===== config.mk =====
export PLATFORM = sky130hd
export DESIGN_NAME = dcache_flush_unit
export DESIGN_NICKNAME = d
export VERILOG_FILES = /design/src/rtl/dcache_flush_unit.sv
export SDC_FILE = /design/constraint.sdc
export NUM_CORES = 1
export LEC_CHECK = 0
export BUFFER_PORTS_ARGS = -buffer_cell sky130_fd_sc_hd__buf_4
export CORE_MARGIN = 4
export CORE_UTILIZATION = 40
export DETAILED_ROUTE_END_ITERATION = 12
export PLACE_DENSITY = 0.74
export SLEW_MARGIN = 0
export SYNTH_ARGS = -nofsm -noshare
export SYNTH_HDL_FRONTEND = slang
export SYNTH_SLANG_ARGS = --single-unit

===== constraint.sdc =====
create_clock -name clk_i -period 3.5 [get_ports clk_i]
set_input_delay 0.525 -clock clk_i [delete_from_list [all_inputs] [get_ports clk_i]]
set_output_delay 0.525 -clock clk_i [all_outputs]
set_load 0.01 [all_outputs]

===== src/rtl/dcache_flush_unit.sv =====
// Dcache flush responder: on flush_i, walks every set, writes back each
// valid+dirty line via the miss unit, invalidates the set, then pulses ack.
// Ports:
//   clk_i, rst_ni            clock, async active-low reset
//   flush_i / flush_ack_o    flush request level / one-cycle completion pulse
//   busy_o                   high whenever the walker is not idle
//   tag_*                    tag-array read/invalidate port (req held until gnt)
//   wb_*                     miss-unit writeback port (req held until gnt)
module dcache_flush_unit #(
   parameter int NUM_SETS = 256,
   parameter int NUM_WAYS = 8,
   parameter int TAG_W    = 44,
   parameter int OFFSET_W = 4,
   parameter int IDX_W    = $clog2(NUM_SETS),
   parameter int WAY_W    = $clog2(NUM_WAYS),
   parameter int PLEN     = TAG_W + IDX_W + OFFSET_W
) (
   input  logic                      clk_i,
   input  logic                      rst_ni,
   input  logic                      flush_i,
   output logic                      flush_ack_o,
   output logic                      busy_o,
   output logic                      tag_req_o,
   input  logic                      tag_gnt_i,
   output logic                      tag_we_o,
   output logic [IDX_W-1:0]          tag_idx_o,
   output logic [NUM_WAYS-1:0]       tag_way_o,
   input  logic [NUM_WAYS-1:0]       tag_valid_i,
   input  logic [NUM_WAYS-1:0]       tag_dirty_i,
   input  logic [NUM_WAYS*TAG_W-1:0] tag_rdata_i,
   output logic                      wb_req_o,
   input  logic                      wb_gnt_i,
   output logic [PLEN-1:0]           wb_addr_o,
   output logic [WAY_W-1:0]          wb_way_o,
   input  logic                      wb_done_i
);

   typedef enum logic [2:0] {
      S_IDLE,
      S_READ,
      S_CAPTURE,
      S_WB_REQ,
      S_WB_WAIT,
      S_INV,
      S_ACK,
      S_DRAIN
   } state_t;

   state_t                    r_state;
   state_t                    w_state_nxt;
   logic [IDX_W-1:0]          r_idx;
   logic [IDX_W-1:0]          w_idx_nxt;
   logic [NUM_WAYS-1:0]       r_pend;
   logic [NUM_WAYS-1:0]       w_pend_nxt;
   logic [NUM_WAYS*TAG_W-1:0] r_tags;
   logic                      w_cap;
   logic [NUM_WAYS-1:0]       w_pend_cap;
   logic [NUM_WAYS-1:0]       w_pend_clr;
   logic [WAY_W-1:0]          w_way;
   logic [TAG_W-1:0]          w_tag;
   logic                      w_last;

   assign w_pend_cap = tag_valid_i & tag_dirty_i;
   assign w_last     = (r_idx == IDX_W'(NUM_SETS - 1));
   assign busy_o     = (r_state != S_IDLE);

   // Lowest pending way: scan downwards so the lowest index wins.
   // r_pend only changes when a writeback retires, so the pick stays
   // stable while a request waits for its grant.
   always_comb begin
      w_way      = '0;
      w_tag      = '0;
      w_pend_clr = r_pend;
      for (int i = NUM_WAYS - 1; i >= 0; i--) begin
         if (r_pend[i]) begin
            w_way      = WAY_W'(i);
            w_tag      = r_tags[i*TAG_W +: TAG_W];
            w_pend_clr = r_pend & ~(NUM_WAYS'(1) << i);
         end
      end
   end

   always_ff @(posedge clk_i or negedge rst_ni) begin
      if (!rst_ni) begin
         r_state <= S_IDLE;
         r_idx   <= '0;
         r_pend  <= '0;
         r_tags  <= '0;
      end else begin
         r_state <= w_state_nxt;
         r_idx   <= w_idx_nxt;
         r_pend  <= w_pend_nxt;
         if (w_cap) begin
            r_tags <= tag_rdata_i;
         end
      end
   end

   always_comb begin
      w_state_nxt = r_state;
      w_idx_nxt   = r_idx;
      w_pend_nxt  = r_pend;
      w_cap       = 1'b0;
      flush_ack_o = 1'b0;
      tag_req_o   = 1'b0;
      tag_we_o    = 1'b0;
      tag_idx_o   = '0;
      tag_way_o   = '0;
      wb_req_o    = 1'b0;
      wb_addr_o   = '0;
      wb_way_o    = '0;
      unique case (r_state)
         S_IDLE: begin
            if (flush_i) begin
               w_state_nxt = S_READ;
               w_idx_nxt   = '0;
            end
         end
         S_READ: begin
            tag_req_o = 1'b1;
            tag_idx_o = r_idx;
            if (tag_gnt_i) begin
               w_state_nxt = S_CAPTURE;
            end
         end
         S_CAPTURE: begin
            w_cap       = 1'b1;
            w_pend_nxt  = w_pend_cap;
            w_state_nxt = (|w_pend_cap) ? S_WB_REQ : S_INV;
         end
         S_WB_REQ: begin
            wb_req_o  = 1'b1;
            wb_way_o  = w_way;
            wb_addr_o = {w_tag, r_idx, {OFFSET_W{1'b0}}};
            if (wb_gnt_i) begin
               // Done may arrive with the grant: retire it right here.
               if (wb_done_i) begin
                  w_pend_nxt  = w_pend_clr;
                  w_state_nxt = (|w_pend_clr) ? S_WB_REQ : S_INV;
               end else begin
                  w_state_nxt = S_WB_WAIT;
               end
            end
         end
         S_WB_WAIT: begin
            if (wb_done_i) begin
               w_pend_nxt  = w_pend_clr;
               w_state_nxt = (|w_pend_clr) ? S_WB_REQ : S_INV;
            end
         end
         S_INV: begin
            tag_req_o = 1'b1;
            tag_we_o  = 1'b1;
            tag_idx_o = r_idx;
            tag_way_o = '1;
            if (tag_gnt_i) begin
               if (w_last) begin
                  w_state_nxt = S_ACK;
               end else begin
                  w_idx_nxt   = r_idx + 1'b1;
                  w_state_nxt = S_READ;
               end
            end
         end
         S_ACK: begin
            flush_ack_o = 1'b1;
            w_state_nxt = S_DRAIN;
         end
         S_DRAIN: begin
            // The registered request lingers after the ack; wait it out.
            if (!flush_i) begin
               w_state_nxt = S_IDLE;
            end
         end
         default: begin
            w_state_nxt = S_IDLE;
         end
      endcase
   end

endmodule

Yosys cells after proc, flatten, opt, wreduce, memory -nomap -nowiden
Index checks and enable logic that the tools add are counted.
- register bits after elaboration: 371
- latch bits: 0
- bits in writable memories: 0
- ROM bits: 0
- bits of input ports: 374
- output and inout bits: 80
- logic and storage cells: 81
- memories kept: 0
- add/sub/neg operators: 1
- multiply operators: 0
- div/mod/pow operators: 0
- $lt $le $gt $ge: 0
- equal/unequal tests: 15
- shift-type cells: 0
- muxes and demuxes: 50
- bitwise logic cells: 1
- reduce and logical (&&, ||, !) cells: 10
- operators by type and width (kind ; count):
    $mux 44 ; 8
    $mux 8 ; 14
    $mux 3 ; 19
    $mux 56 ; 1
    $pmux 3 s8 ; 1
    $pmux 8 s3 ; 1
    $pmux 8 s2 ; 1
    $reduce_or 8->1 ; 2
    $ne 2x2->1 const B ; 7
    $eq 3x3->1 const B ; 4
    $add 8x1->8 const B ; 1
    $and 8x8->8 ; 1
    $eq 8x8->1 const B ; 1
    $eq 3x2->1 const B ; 2
    $reduce_and 6->1 ; 1
    $reduce_bool 3->1 ; 2
    $mux 1 ; 5
    $reduce_and 4->1 ; 1
    $eq 3x1->1 const B ; 1
    $logic_not 3->1 ; 1
    $reduce_and 2->1 ; 1
    $reduce_bool 2->1 ; 1
    $reduce_or 2->1 ; 1

Longest topological paths before layout
Gate-level depths: netlist of the first run.
- depth in word-level cells: 12
- depth in mapped cells: 8
- gate-level depth less buffers: 7

Worst setup path before layout of the first run
OpenSTA, ideal clock, no wires.
- kind: register to output
- start: register r_pend[6]
- end: output wb_addr_o[15]
- data arrival time: 1.584 ns
- data required time: 2.975 ns
- path slack: 1.391 ns
- cell stages (with the launch flop): 9
- buffers on the path: 3
- path through: dfrtp_1 buf_2 nor2b_4 buf_6 buf_8 a221oi_1 o311ai_1 a221oi_1 nor3_1
- longest elaborated chain between the ends: 8
- RTL lines (element ; RTL line ; source):
    start: declaration ; 53 ; logic [NUM_WAYS-1:0] r_pend;
    start signal: assignment ; 92 ; r_pend <= w_pend_nxt;
    $mux 44 (7 in series) ; 75 ; if (r_pend[i]) begin
    $mux 56 ; 112 ; unique case (r_state)
    end: declaration ; 33 ; output logic [PLEN-1:0] wb_addr_o,
Every way passes these cells.

Worst setup path in the final report of the first run
- start: register r_pend[7]
- end: output wb_addr_o[20]
- longest elaborated chain between the ends: 9
- RTL lines (element ; RTL line):
    $mux 44 (8 in series) ; 75
    $mux 56 ; 112
Every way passes these cells.

==> Implementation_results.wiki, run 1 <==
{| class="wikitable"
! Metric !! Value
|-
| Number of global-route vias before repair || 16900
|-
| Highest net fanout along the worst path || 19
|-
| Kind of critical path || reg2out
|-
| Via density per instance || 5.28
|-
| Share of Yosys cell area claimed by the top area cell type || 0.533
|-
| Longest individual stage delay on the worst path || 500 ps
|-
| Final Hold Violating Endpoints || 0
|-
| ANT nets after route || 0
|-
| Worst Path Required || 2970 ps
|-
| Min-Delay Path Class || in2reg
|-
| Outcome || completed
|-
| Post-synthesis cell area || 17400 um^2
|-
| Top post-synthesis cells by area || sky130_fd_sc_hd__dfrtp_1 (53%), sky130_fd_sc_hd__nand2_1 (24%), sky130_fd_sc_hd__a221oi_1 (4.4%), sky130_fd_sc_hd__nor2b_1 (3.2%), sky130_fd_sc_hd__clkbuf_1 (2.3%)
|-
| RD Place Congestion || 0.894
|-
| Kind of capture point of the worst setup path || primary output
|-
| Fill cell instance count of the final layout || 3993
|-
| Cell Pwr Density || 899 nW/um^2
|-
| Maximum count of clock buffers along a single path || 3
|-
| Initial core utilization || 0.404
|-
| Clock tree from TritonCTS || yes
|-
| Depth of the worst hold-timing path || 3
|-
| I/O pin count || 454
|-
| Number of cell instances on the worst register-to-register path || 5
|-
| Count of clock tree sinks || 371
|-
| Unrepaired setup endpoints after global routing || no
|-
| Finish-stage setup viols || 0
|-
| Total negative setup slack || 0 ps
|-
| Cell type with the highest occurrence count on the critical path || sky130_fd_sc_hd__a221oi_1
|-
| Worst slew margin relative to its limit || 0.271
|-
| Wire length of the first global-routing pass || 91900 um
|-
| Post-detailed-routing wire length || 58400 um
|-
| Die Outline Area || 47000 um^2
|-
| TritonCTS buffer count || 40
|-
| Worst-case setup slack after placement || 613 ps
|-
| Static power due to leakage || 11.5 nW
|-
| Post-synthesis sequential area ratio || 0.533
|-
| Cell with the largest stage delay on the worst path || sky130_fd_sc_hd__o311ai_1
|-
| Port-buffer cells || 449
|-
| First-iteration detailed-routing DRC count || 1458
|-
| Mean instance size in the synthesized netlist || 8.09 um^2
|-
| Area growth from synthesis to layout || 29.3%
|-
| Number of nets in the layout || 2892
|-
| Minimum setup slack in the final design || 124 ps
|-
| Count of vias placed by the detailed router || 16500
|-
| Final worst path period share || 0.964
|-
| Final clock skew || 9.50 ps
|-
| Clock latency on the worst-skew pair || 540 ps
|-
| Fmax achieved || 296 MHz
|-
| Detailed-router iteration count before antenna repair || 7
|-
| Count of standard-cell rows || 76
|-
| Number of levels in the clock H-tree || 2
|-
| Initial antenna violation count || 1
|-
| Synthesized instance count || 2152
|-
| Tightest Pin Transition || 1090 ps
|-
| Number of diodes || 0
|-
| Number of slew-limit violations in the final report || 0
|-
| Cell chosen for the clock root || sky130_fd_sc_hd__clkbuf_16
|-
| Combined global-route utilization of all metal layers || 0.243
|-
| Ys Warns || 0
|-
| Series of cell instances along the critical path || nor2b_4, buf_12, a221oi_1, o311ai_1, a221oi_1, nor3_1, buf_4
|-
| Distinct cell type count of the synthesized netlist || 41
|-
| Largest area contributor in the synthesized netlist || sky130_fd_sc_hd__dfrtp_1
|-
| Pin count of the biggest net entering global routing || 124
|-
| Grt total ovfl || 0
|-
| Sum of internal, switching and leakage power || 20.2 mW
|-
| Core region area || 43100 um^2
|-
| Maximum VDD drop || 459 uV
|-
| Register clock-pin slew on the reported worst setup and hold paths || 60 ps
|-
| Ratio of cells with drive above 1 in the final layout || 0.219
|-
| # Max-Cap Violations || 0
|-
| Post-detailed-route wirelength per cell || 18.7 um
|-
| Finished Core Util || 0.523
|-
| Fin crit period || 3380 ps
|-
| Horizontal extent of the die || 217 um
|-
| Startpoint types || flip-flop
|-
| Placed wire-length estimate || 40200 um
|-
| Number of remaining DRC errors || 0
|-
| Synthesis-stage register bit count || 371
|-
| Die Span Y || 217 um
|-
| Data arrival time at the worst-slack endpoint || 2850 ps
|}
state kept, by name, indices dropped and copies added, names as in the netlist:
signal / flops
r_tags: 352
r_state: 3
r_idx: 8
r_pend: 8
cell families (layout without fill, tap and decap cells):
kind of cell / count (synthesis) / count (layout) / share of synthesized area
and+or+nand+nor: 1362 / 1362 / 0.316
DFF: 371 / 371 / 0.533
AOI/OAI and AO/OA: 239 / 239 / 0.103
buffers and inverters: 178 / 565 / 0.0470
adders and majority gates: 1 / 1 / 0.000718
other: 1 / 4 / 0.000215
cells in the final DEF (no fill, tap or decap), drive strengths merged, types with 4 or more instances in the layout:
cell type / Yosys / final
dfrtp: 371 / 371
and2: 19 / 19
a31oi: 4 / 4
a221oi: 87 / 87
o21ai: 29 / 29
clkinv: 1 / 7
nor2: 64 / 64
conb: 1 / 4
inv: 11 / 14
o31ai: 4 / 4
nand2: 1122 / 1122
clkbuf: 105 / 58
o22ai: 45 / 45
nor3: 46 / 46
a21oi: 15 / 15
nor2b: 90 / 90
nand3: 4 / 4
o311ai: 44 / 44
buf: 61 / 485
nand2b: 5 / 5
metrics by stage:
| stage | area [um^2] | std cells | hold slack [ps] |
|---|---|---|---|
| global placement | 21200 | 3057 | 458 |
| detailed placement | 21200 | 3057 | 463 |
| floorplan | 17400 | 2155 | 229 |
| CTS | 22500 | 3126 | 134 |
| finish | 22500 | 3127 | 168 |
| global route | 22500 | 3127 | 153 |
power by group:
group | leakage, nW | total [mW] | internal, mW | switching, mW
clock network | 0.616 | 4.05 | 2.33 | 1.72
registers | 4.54 | 8.06 | 6.42 | 1.64
logic | 6.37 | 8.13 | 3.38 | 4.75
total | 11.5 | 20.2 | 12.1 | 8.11
per-layer routing:
metal  vias up  global-route usage  part of all wire
met2       696               0.413              0.49
met3       114              0.0446             0.070
met5         -                   0           0.00022
met1      7981               0.314              0.41
met4         2              0.0832             0.031
li1       7714                   -                 -
cells in the mapped netlist (all sizes together):
master,instances
buf,61
ha,1
clkbuf,105
clkinv,1
o31ai,4
nand2,1122
nand3,4
a211oi,3
dfrtp,371
o31a,1
o21bai,1
a221oi,87
nor2,64
nor3b,2
conb,1
o22ai,45
a31oi,4
nor2b,90
and3b,1
nand2b,5
o311ai,44
a211o,1
o21ai,29
o211ai,2
inv,11
a22oi,2
nor3,46
and2,19
a21oi,15
and3,3
o21a,1
nand4,3
nor4,2
and4,1
critical path: cells and delay by family (launching register included):
family,cells,cell delay (ps)
AOI/OAI and AO/OA,3,750
buffers and inverters,2,400
DFF,1,440
and+or+nand+nor,2,710
cell type report:
type | instances | area, um^2 | area share
sequential | 371 | 9300 | 0.413
clock buffer | 58 | 1180 | 0.0524
clock inverter | 9 | 52.6 | 0.00233
timing repair buffer | 486 | 3850 | 0.171
tap | 585 | 732 | 0.0325
multi-input combinational | 1606 | 7360 | 0.327
inverter | 12 | 45.0 | 0.00200
path summary, 6_finish.rpt:
path / startpoint / to / slack, ps
setup / recovery: r_pend[7] / wb_addr_o[20] / 120
hold / removal: tag_rdata_i[142] / r_tags[142] / 170
setup reg to reg: r_pend[0] / r_state[1] / 980
hold reg to reg: r_tags[248] / r_tags[248] / 470
max in group asynchronous: rst_ni / r_tags[187] / 1850
min in group asynchronous: rst_ni / r_tags[4] / 570
timing repair:
item / in CTS / in global routing
hold buffers: 1 / 0
cloned: 0 / 0
gates resized for setup: 0 / 2
endpoints found under the setup margin: 1 / 5
endpoints found under the hold margin: 6 / 0
setup buffers: 1 / 1
(Power assumes the default switching activity.)
==> run 2, diff against run 1 <==
CELL_PAD_IN_SITES_DETAIL_PLACEMENT = 1   (was not set)
CELL_PAD_IN_SITES_GLOBAL_PLACEMENT = 2   (was not set)
CORE_UTILIZATION = 33   (was 40)
PLACE_DENSITY = 0.95   (was 0.74)
==> Implementation_results.wiki, run 2 (same netlist as run 1, synthesis figures left out) <==
{| class="wikitable"
! Metric !! Value
|-
| Detailed-router iteration count before antenna repair || 6 (was 7)
|-
| Kind of critical path || reg2out (unchanged)
|-
| Highest net fanout along the worst path || 27 (was 19)
|-
| Number of levels in the clock H-tree || 2 (unchanged)
|-
| Switching Fraction || 0.408 (was 0.401)
|-
| First-iteration detailed-routing DRC count || 1205 (was 1458)
|-
| Post-detailed-routing wire length || 67100 um (was 58400 um)
|-
| Finished Core Util || 0.440 (was 0.523)
|-
| Placed instance count || 3154 (was 3057)
|-
| Count of vias placed by the detailed router || 16700 (was 16500)
|-
| Data arrival time at the worst-slack endpoint || 2780 ps (was 2850 ps)
|-
| Min-Delay Path Class || in2reg (unchanged)
|-
| Combined global-route utilization of all metal layers || 0.229 (was 0.243)
|-
| ANT nets after route || 0 (unchanged)
|-
| Total negative setup slack || 0 ps (unchanged)
|-
| Cell chosen for the clock root || sky130_fd_sc_hd__clkbuf_16 (unchanged)
|-
| Longest individual stage delay on the worst path || 680 ps (was 500 ps)
|-
| Core region area || 51800 um^2 (was 43100 um^2)
|-
| Finish-stage setup viols || 0 (unchanged)
|-
| Maximum VDD drop || 387 uV (was 459 uV)
|-
| Final worst path period share || 0.945 (was 0.964)
|-
| Placed wire-length estimate || 46600 um (was 40200 um)
|-
| Port-buffer cells || 449 (unchanged)
|-
| Sum of internal, switching and leakage power || 21.1 mW (was 20.2 mW)
|-
| Series of cell instances along the critical path || buf_12, nor2b_1, o311ai_1, a221oi_1, nor3_1, buf_4 (was nor2b_4, buf_12, a221oi_1, o311ai_1, a221oi_1, nor3_1, buf_4)
|-
| Final instance count without filler cells || 3238 (was 3127)
|-
| Cell Pwr Density || 924 nW/um^2 (was 899 nW/um^2)
|-
| Unrepaired setup endpoints after global routing || no (unchanged)
|-
| Register name with the most flops || r_tags (unchanged)
|-
| Startpoint of the most critical register-to-register path || r_state[2] (was r_pend[0])
|-
| Net switching power || 8.60 mW (was 8.11 mW)
|-
| Worst Path Required || 2970 ps (about the same)
|-
| RD Place Congestion || 0.906 (was 0.894)
|-
| Worst slew margin relative to its limit || 0.292 (was 0.271)
|-
| Clock latency on the worst-skew pair || 570 ps (was 540 ps)
|-
| P_int || 12.5 mW (was 12.1 mW)
|-
| Worst min-delay path startpoint || tag_rdata_i[68] (was tag_rdata_i[142])
|-
| Fin crit period || 3310 ps (was 3380 ps)
|-
| Post-detailed-route wirelength per cell || 20.7 um (was 18.7 um)
|-
| Number of slew-limit violations in the final report || 0 (unchanged)
|-
| Ratio of cells with drive above 1 in the final layout || 0.223 (was 0.219)
|-
| Proportion of power drawn by the clock network || 0.214 (was 0.200)
|-
| Area post-placement || 21300 um^2 (was 21200 um^2)
|-
| Kind of cell with the highest combined delay on the critical path || flip-flops (was compound AO/OA/AOI/OAI gates)
|-
| Wire length of the first global-routing pass || 103000 um (was 91900 um)
|-
| Initial antenna violation count || 7 (was 1)
|-
| Crit path buf inv count || 2 (unchanged)
|-
| Kind of capture point of the worst setup path || primary output (unchanged)
|-
| Number of global-route vias before repair || 18000 (was 16900)
|-
| I/O pin count || 454 (unchanged)
|-
| Count of clock tree sinks || 371 (unchanged)
|-
| Outcome || completed (unchanged)
|-
| Area growth from synthesis to layout || 31.0% (was 29.3%)
|-
| Final design area excluding fillers || 22800 um^2 (was 22500 um^2)
|-
| Final clock skew || 10.8 ps (was 9.50 ps)
|-
| Maximum count of clock buffers along a single path || 3 (unchanged)
|-
| Die Span Y || 238 um (was 217 um)
|-
| Setup crit start || r_pend[5] (was r_pend[7])
|-
| # Max-Cap Violations || 0 (unchanged)
|-
| Sequential fraction of design power || 0.384 (was 0.398)
|-
| TritonCTS buffer count || 43 (was 40)
|-
| Cell with the largest stage delay on the worst path || sky130_fd_sc_hd__dfrtp_4 (was sky130_fd_sc_hd__o311ai_1)
|-
| Tightest Pin Transition || 1060 ps (was 1090 ps)
|-
| Most common cell after layout, fill and taps aside || sky130_fd_sc_hd__nand2_1 (unchanged)
|-
| Startpoint types || flip-flop (unchanged)
|-
| Horizontal extent of the die || 238 um (was 217 um)
|-
| Commonest cells after routing, fill and taps aside || sky130_fd_sc_hd__nand2_1 (1121), sky130_fd_sc_hd__buf_4 (475), sky130_fd_sc_hd__dfrtp_1 (366), sky130_fd_sc_hd__nor2b_1 (89), sky130_fd_sc_hd__a221oi_1 (87) (was sky130_fd_sc_hd__nand2_1 (1121), sky130_fd_sc_hd__buf_4 (468), sky130_fd_sc_hd__dfrtp_1 (366), sky130_fd_sc_hd__nor2b_1 (89), sky130_fd_sc_hd__a221oi_1 (87))
|-
| Relative contribution of combinational cells to total power || 0.402 (about the same)
|-
| Count of standard-cell rows || 83 (was 76)
|-
| Via density per instance || 5.14 (was 5.28)
|-
| Grt total ovfl || 0 (unchanged)
|-
| Final Hold Violating Endpoints || 0 (unchanged)
|-
| Fmax achieved || 302 MHz (was 296 MHz)
|-
| Registers with the most flip-flops || r_tags (352), r_idx (8), r_pend (8) (unchanged)
|-
| Die Outline Area || 56500 um^2 (was 47000 um^2)
|-
| Initial core utilization || 0.336 (was 0.404)
|-
| Static power due to leakage || 11.6 nW (was 11.5 nW)
|-
| Max FFs per register || 352 (unchanged)
|-
| Number of remaining DRC errors || 0 (unchanged)
|-
| Register clock-pin slew on the reported worst setup and hold paths || 60 ps (about the same)
|-
| Number of nets in the layout || 2900 (was 2892)
|-
| Post-cts repair resize count || 0 (unchanged)
|-
| Pin count of the biggest net entering global routing || 191 (was 124)
|-
| Clock tree from TritonCTS || yes (unchanged)
|}
## run 2: cell types whose count changed in the layout (fill, tap and decap cells not counted), moves of 2 or more
| cell | previous run | this run |
|---|---|---|
| sky130_fd_sc_hd__clkbuf_8 | 9 | 11 |
| sky130_fd_sc_hd__clkbuf_16 | 41 | 43 |
| sky130_fd_sc_hd__diode_2 | 0 | 2 |
| sky130_fd_sc_hd__bufinv_16 | 0 | 2 |
| sky130_fd_sc_hd__clkbuf_1 | 8 | 10 |
| sky130_fd_sc_hd__clkinvlp_4 | 0 | 2 |
| sky130_fd_sc_hd__clkinv_2 | 7 | 5 |
| sky130_fd_sc_hd__buf_4 | 468 | 475 |
## run 2: through the flow
step | setup slack [ps] | hold WS [ps]
2_1_floorplan | 1390 | 229
3_3_place_gp | 797 | 458
3_5_place_dp | 733 | 463
4_1_cts | 113 | 108
5_1_grt | 88.9 | 131
6_report | 192 | 148
## run 2: per-layer routing
layer	part of all wire	track usage	up-vias
li1	-	-	7732
met1	0.42	0.292	8268
met2	0.49	0.389	503
met3	0.057	0.0444	141
met4	0.034	0.0830	10
met5	0.0010	0	-
## run 2: tightest hold or removal path: cells and delay by family
family        cells  cell delay (ps)
buf+inv           1               80
simple gates      2               80
## run 2: area by class of cell
type / count / area (um^2)
Sequential cell: 371 / 9300
Fill cell: 6222 / 29000
Antenna cell: 2 / 5.00
Multi-Input combinational cell: 1606 / 7350
Timing Repair Buffer: 491 / 3870
Tap cell: 680 / 851
Clock inverter: 12 / 126
Inverter: 12 / 45.0
Clock buffer: 64 / 1260
## run 2: what timing repair did
item                                   in CTS  in global routing
setup endpoints to repair                   0                  3
setup buffers                               0                  5
endpoints found under the hold margin      70                  0
hold buffers                                1                  0
## run 2: power groups by stage
| stage | logic (mW) | clock network (mW) | registers (mW) |
|---|---|---|---|
| after floorplan | 5.90 | 0 | 7.28 |
| after global placement | 8.09 | 0 | 8.04 |
| after detailed placement | 8.39 | 0 | 8.15 |
| after CTS | 8.49 | 4.62 | 8.10 |
| after global routing | 9.56 | 4.78 | 8.34 |
| final | 8.48 | 4.50 | 8.10 |
## run 2: path summary, 6_finish.rpt
check,endpoint,slack (ps),cells after the start
min in group asynchronous,r_tags[224],570,2
min,r_tags[68],150,3
max in group asynchronous,r_tags[333],1920,4
max,wb_addr_o[20],190,6
max reg2reg,r_tags[164],780,5
min reg2reg,r_tags[350],480,2
==> run 3, diff against run 2 <==
ABC_AREA = 1   (was not set)
CORE_UTILIZATION = 32   (was 33)
==> Implementation_results.wiki, run 3 <==
{| class="wikitable"
! Metric !! Value
|-
| Outcome || completed (unchanged)
|-
| Cell with the most instances after synthesis || sky130_fd_sc_hd__nand2_1 (unchanged)
|-
| Core region area || 53900 um^2 (was 51800 um^2)
|-
| Most used flip-flop cell after synthesis || sky130_fd_sc_hd__dfrtp_1 (unchanged)
|-
| Worst-case setup slack after placement || 854 ps (was 733 ps)
|-
| Fin crit period || 3260 ps (was 3310 ps)
|-
| Final instance count without filler cells || 3411 (was 3238)
|-
| Worst slew margin relative to its limit || 0.331 (was 0.292)
|-
| Number of nets in the layout || 3056 (was 2900)
|-
| Fmax achieved || 307 MHz (was 302 MHz)
|-
| Sum of internal, switching and leakage power || 20.8 mW (was 21.1 mW)
|-
| Number of levels in the clock H-tree || 2 (unchanged)
|-
| Crit path buf inv count || 3 (was 2)
|-
| Share of synthesized registers carrying an async set or reset || 1.00 (unchanged)
|-
| Number of remaining DRC errors || 0 (unchanged)
|-
| Static power due to leakage || 11.9 nW (was 11.6 nW)
|-
| Placed wire-length estimate || 48900 um (was 46600 um)
|-
| Most common cell after layout, fill and taps aside || sky130_fd_sc_hd__nand2_1 (unchanged)
|-
| Total negative setup slack || 0 ps (unchanged)
|-
| ANT nets after route || 0 (unchanged)
|-
| Worst hold slack || 156 ps (was 148 ps)
|-
| Maximum count of clock buffers along a single path || 3 (unchanged)
|-
| Final worst path period share || 0.932 (was 0.945)
|-
| Share of Yosys cell area claimed by the top area cell type || 0.532 (was 0.533)
|-
| Number of slew-limit violations in the final report || 0 (unchanged)
|-
| Post-cts repair resize count || 0 (unchanged)
|-
| End point of the worst hold path || r_tags[85] (was r_tags[68])
|-
| Port-buffer cells || 449 (unchanged)
|-
| I/O pin count || 454 (unchanged)
|-
| Depth of the worst hold-timing path || 3 (unchanged)
|-
| Register clock-pin slew on the reported worst setup and hold paths || 60 ps (about the same)
|-
| TritonCTS buffer count || 44 (was 43)
|-
| Ys Warns || 0 (unchanged)
|-
| Startpoint types || flip-flop (unchanged)
|-
| Final Hold Violating Endpoints || 0 (unchanged)
|-
| RD Place Congestion || 0.846 (was 0.906)
|-
| Mean instance size in the synthesized netlist || 7.53 um^2 (was 8.09 um^2)
|-
| Clock tree from TritonCTS || yes (unchanged)
|-
| Registers with the most flip-flops || r_tags (352), r_idx (8), r_pend (8) (unchanged)
|-
| Minimum setup slack in the final design || 238 ps (was 192 ps)
|-
| Worst min-delay path startpoint || tag_rdata_i[85] (was tag_rdata_i[68])
|-
| Clock latency on the worst-skew pair || 560 ps (was 570 ps)
|-
| Kind of cell with the highest combined delay on the critical path || buffers and inverters (was flip-flops)
|-
| Register name with the most flops || r_tags (unchanged)
|-
| Wire length of the first global-routing pass || 107000 um (was 103000 um)
|-
| Data arrival time at the worst-slack endpoint || 2740 ps (was 2780 ps)
|-
| Post-detailed-routing wire length || 69900 um (was 67100 um)
|-
| Synthesized instance count || 2317 (was 2152)
|-
| Cell chosen for the clock root || sky130_fd_sc_hd__clkbuf_16 (unchanged)
|-
| Die Outline Area || 58300 um^2 (was 56500 um^2)
|-
| Count of vias placed by the detailed router || 17500 (was 16700)
|-
| Distinct cell type count of the synthesized netlist || 29 (was 41)
|-
| Series of cell instances along the critical path || inv_2, buf_4, nand3_1, a21oi_1, o21ai_0, a21oi_1, buf_4 (was buf_12, nor2b_1, o311ai_1, a221oi_1, nor3_1, buf_4)
|-
| Post-synthesis cell area || 17400 um^2 (about the same)
|-
| Final clock skew || 7.77 ps (was 10.8 ps)
|-
| Tightest Pin Transition || 1000 ps (was 1060 ps)
|-
| Top cells by count, synth || sky130_fd_sc_hd__nand2_1 (1192), sky130_fd_sc_hd__dfrtp_1 (371), sky130_fd_sc_hd__a21oi_1 (178) (was sky130_fd_sc_hd__nand2_1 (1122), sky130_fd_sc_hd__dfrtp_1 (371), sky130_fd_sc_hd__clkbuf_1 (105))
|-
| Unrepaired setup endpoints after global routing || no (unchanged)
|-
| Finish-stage setup viols || 0 (unchanged)
|-
| Min-Delay Path Class || in2reg (unchanged)
|-
| Maximum VDD drop || 491 uV (was 387 uV)
|-
| Number of cell instances on the worst register-to-register path || 11 (was 5)
|-
| Via density per instance || 5.13 (was 5.14)
|-
| Kind of critical path || reg2out (unchanged)
|-
| Slack of the worst reg-to-reg path || 1000 ps (was 780 ps)
|-
| Post-detailed-route wirelength per cell || 20.5 um (was 20.7 um)
|-
| Area post-placement || 21400 um^2 (was 21300 um^2)
|-
| Initial core utilization || 0.323 (was 0.336)
|-
| Area growth from synthesis to layout || 30.9% (was 31.0%)
|-
| Number of flops mapped to enable cells by yosys || 0 (unchanged)
|-
| Finished Core Util || 0.423 (was 0.440)
|-
| Die Span Y || 241 um (was 238 um)
|-
| Horizontal extent of the die || 241 um (was 238 um)
|-
| Grt total ovfl || 0 (unchanged)
|-
| Highest net fanout along the worst path || 36 (was 27)
|-
| Commonest cells after routing, fill and taps aside || sky130_fd_sc_hd__nand2_1 (1192), sky130_fd_sc_hd__buf_4 (467), sky130_fd_sc_hd__dfrtp_1 (365), sky130_fd_sc_hd__a21oi_1 (178), sky130_fd_sc_hd__o21ai_0 (143) (was sky130_fd_sc_hd__nand2_1 (1121), sky130_fd_sc_hd__buf_4 (475), sky130_fd_sc_hd__dfrtp_1 (366), sky130_fd_sc_hd__nor2b_1 (89), sky130_fd_sc_hd__a221oi_1 (87))
|-
| First-iteration detailed-routing DRC count || 1115 (was 1205)
|-
| Count of standard-cell rows || 85 (was 83)
|-
| Post-synthesis sequential area ratio || 0.532 (was 0.533)
|-
| Worst Path Required || 2970 ps (about the same)
|-
| Combined global-route utilization of all metal layers || 0.233 (was 0.229)
|-
| Endpoint of the most critical register-to-register path || r_state[1] (was r_tags[164])
|-
| Placed instance count || 3330 (was 3154)
|-
| Synthesis-stage register bit count || 371 (unchanged)
|-
| Cell with the largest stage delay on the worst path || sky130_fd_sc_hd__inv_2 (was sky130_fd_sc_hd__dfrtp_4)
|-
| Final design area excluding fillers || 22800 um^2 (about the same)
|-
| Cell Pwr Density || 911 nW/um^2 (was 924 nW/um^2)
|-
| Startpoint of the most critical register-to-register path || r_pend[3] (was r_state[2])
|-
| Kind of capture point of the worst setup path || primary output (unchanged)
|-
| # Max-Cap Violations || 0 (unchanged)
|-
| Detailed-router iteration count before antenna repair || 5 (was 6)
|-
| Pin count of the biggest net entering global routing || 181 (was 191)
|-
| Ratio of cells with drive above 1 in the final layout || 0.211 (was 0.223)
|-
| Initial antenna violation count || 7 (unchanged)
|-
| Top post-synthesis cells by area || sky130_fd_sc_hd__dfrtp_1 (53%), sky130_fd_sc_hd__nand2_1 (26%), sky130_fd_sc_hd__a21oi_1 (5.1%), sky130_fd_sc_hd__o21ai_0 (4.1%), sky130_fd_sc_hd__buf_2 (2.1%) (was sky130_fd_sc_hd__dfrtp_1 (53%), sky130_fd_sc_hd__nand2_1 (24%), sky130_fd_sc_hd__a221oi_1 (4.4%), sky130_fd_sc_hd__nor2b_1 (3.2%), sky130_fd_sc_hd__clkbuf_1 (2.3%))
|-
| Longest individual stage delay on the worst path || 630 ps (was 680 ps)
|-
| Max FFs per register || 352 (unchanged)
|-
| Largest area contributor in the synthesized netlist || sky130_fd_sc_hd__dfrtp_1 (unchanged)
|-
| Number of global-route vias before repair || 18800 (was 18000)
|-
| Count of clock tree sinks || 371 (unchanged)
|}
## run 3: changes by cell type in the layout (fill, tap and decap cells not counted), moves of 45 or more
cell	previous run	this run
sky130_fd_sc_hd__a21oi_1	15	178
sky130_fd_sc_hd__a221oi_1	87	0
sky130_fd_sc_hd__nor3_1	46	1
sky130_fd_sc_hd__o21ai_0	29	143
sky130_fd_sc_hd__nor2b_1	89	0
sky130_fd_sc_hd__nand3_1	4	58
sky130_fd_sc_hd__nand2_1	1121	1192
## run 3: report_power, final
part	switching [mW]	internal, mW	leakage [nW]	total, mW
Sequential	1.41	6.39	4.57	7.80
Clock	1.83	2.79	0.720	4.62
Combinational	5.49	2.90	6.57	8.39
## run 3: tightest hold or removal path: cells and delay by family
family	cells	cell delay [ps]
buffers and inverters	1	80
and+or+nand+nor	2	80
## run 3: worst max path at each step
| stage | startpoint | endpoint | slack, ps | cells after the start |
|---|---|---|---|---|
| floorplan | r_pend[5] | wb_addr_o[47] | 1570 | 7 |
| global placement | r_pend[3] | wb_addr_o[33] | 850 | 9 |
| detailed placement | r_pend[6] | wb_addr_o[42] | 850 | 7 |
| CTS | r_pend[6] | wb_addr_o[42] | 230 | 7 |
| global route | r_pend[3] | wb_addr_o[54] | 50 | 9 |
| finish | r_pend[6] | wb_addr_o[42] | 240 | 7 |
## run 3: what timing repair did
action / CTS / global route
hold endpoints to repair: 15 / 0
buffers inserted: 0 / 0
hold buffers: 1 / 0
endpoints found under the setup margin: 0 / 0
## run 3: cell type report
cell class | count | area (um^2)
fill | 6605 | 31100
sequential | 371 | 9290
multi-input combinational | 1751 | 7310
timing repair buffer | 481 | 3770
clock buffer | 63 | 1300
tap | 696 | 871
clock inverter | 12 | 135
inverter | 32 | 128
antenna | 5 | 12.5
## run 3: layer usage
layer,GRT usage,up-vias,wire [um]
met2,0.385,530,33300
met4,0.0822,2,2540
li1,-,8069,-
met3,0.0449,140,4200
met1,0.309,8761,29900
met5,0,-,11
## run 3: logic make-up (layout without fill, tap and decap cells)
logic type,count (synthesis),after routing,synth area share
compound gates,389,389,0.116
xor+xnor,6,6,0.00301
fa+ha+maj,1,1,0.000717
buf+inv,198,588,0.0506
flops,371,371,0.532
other cells,1,9,0.000215
simple gates,1351,1351,0.297
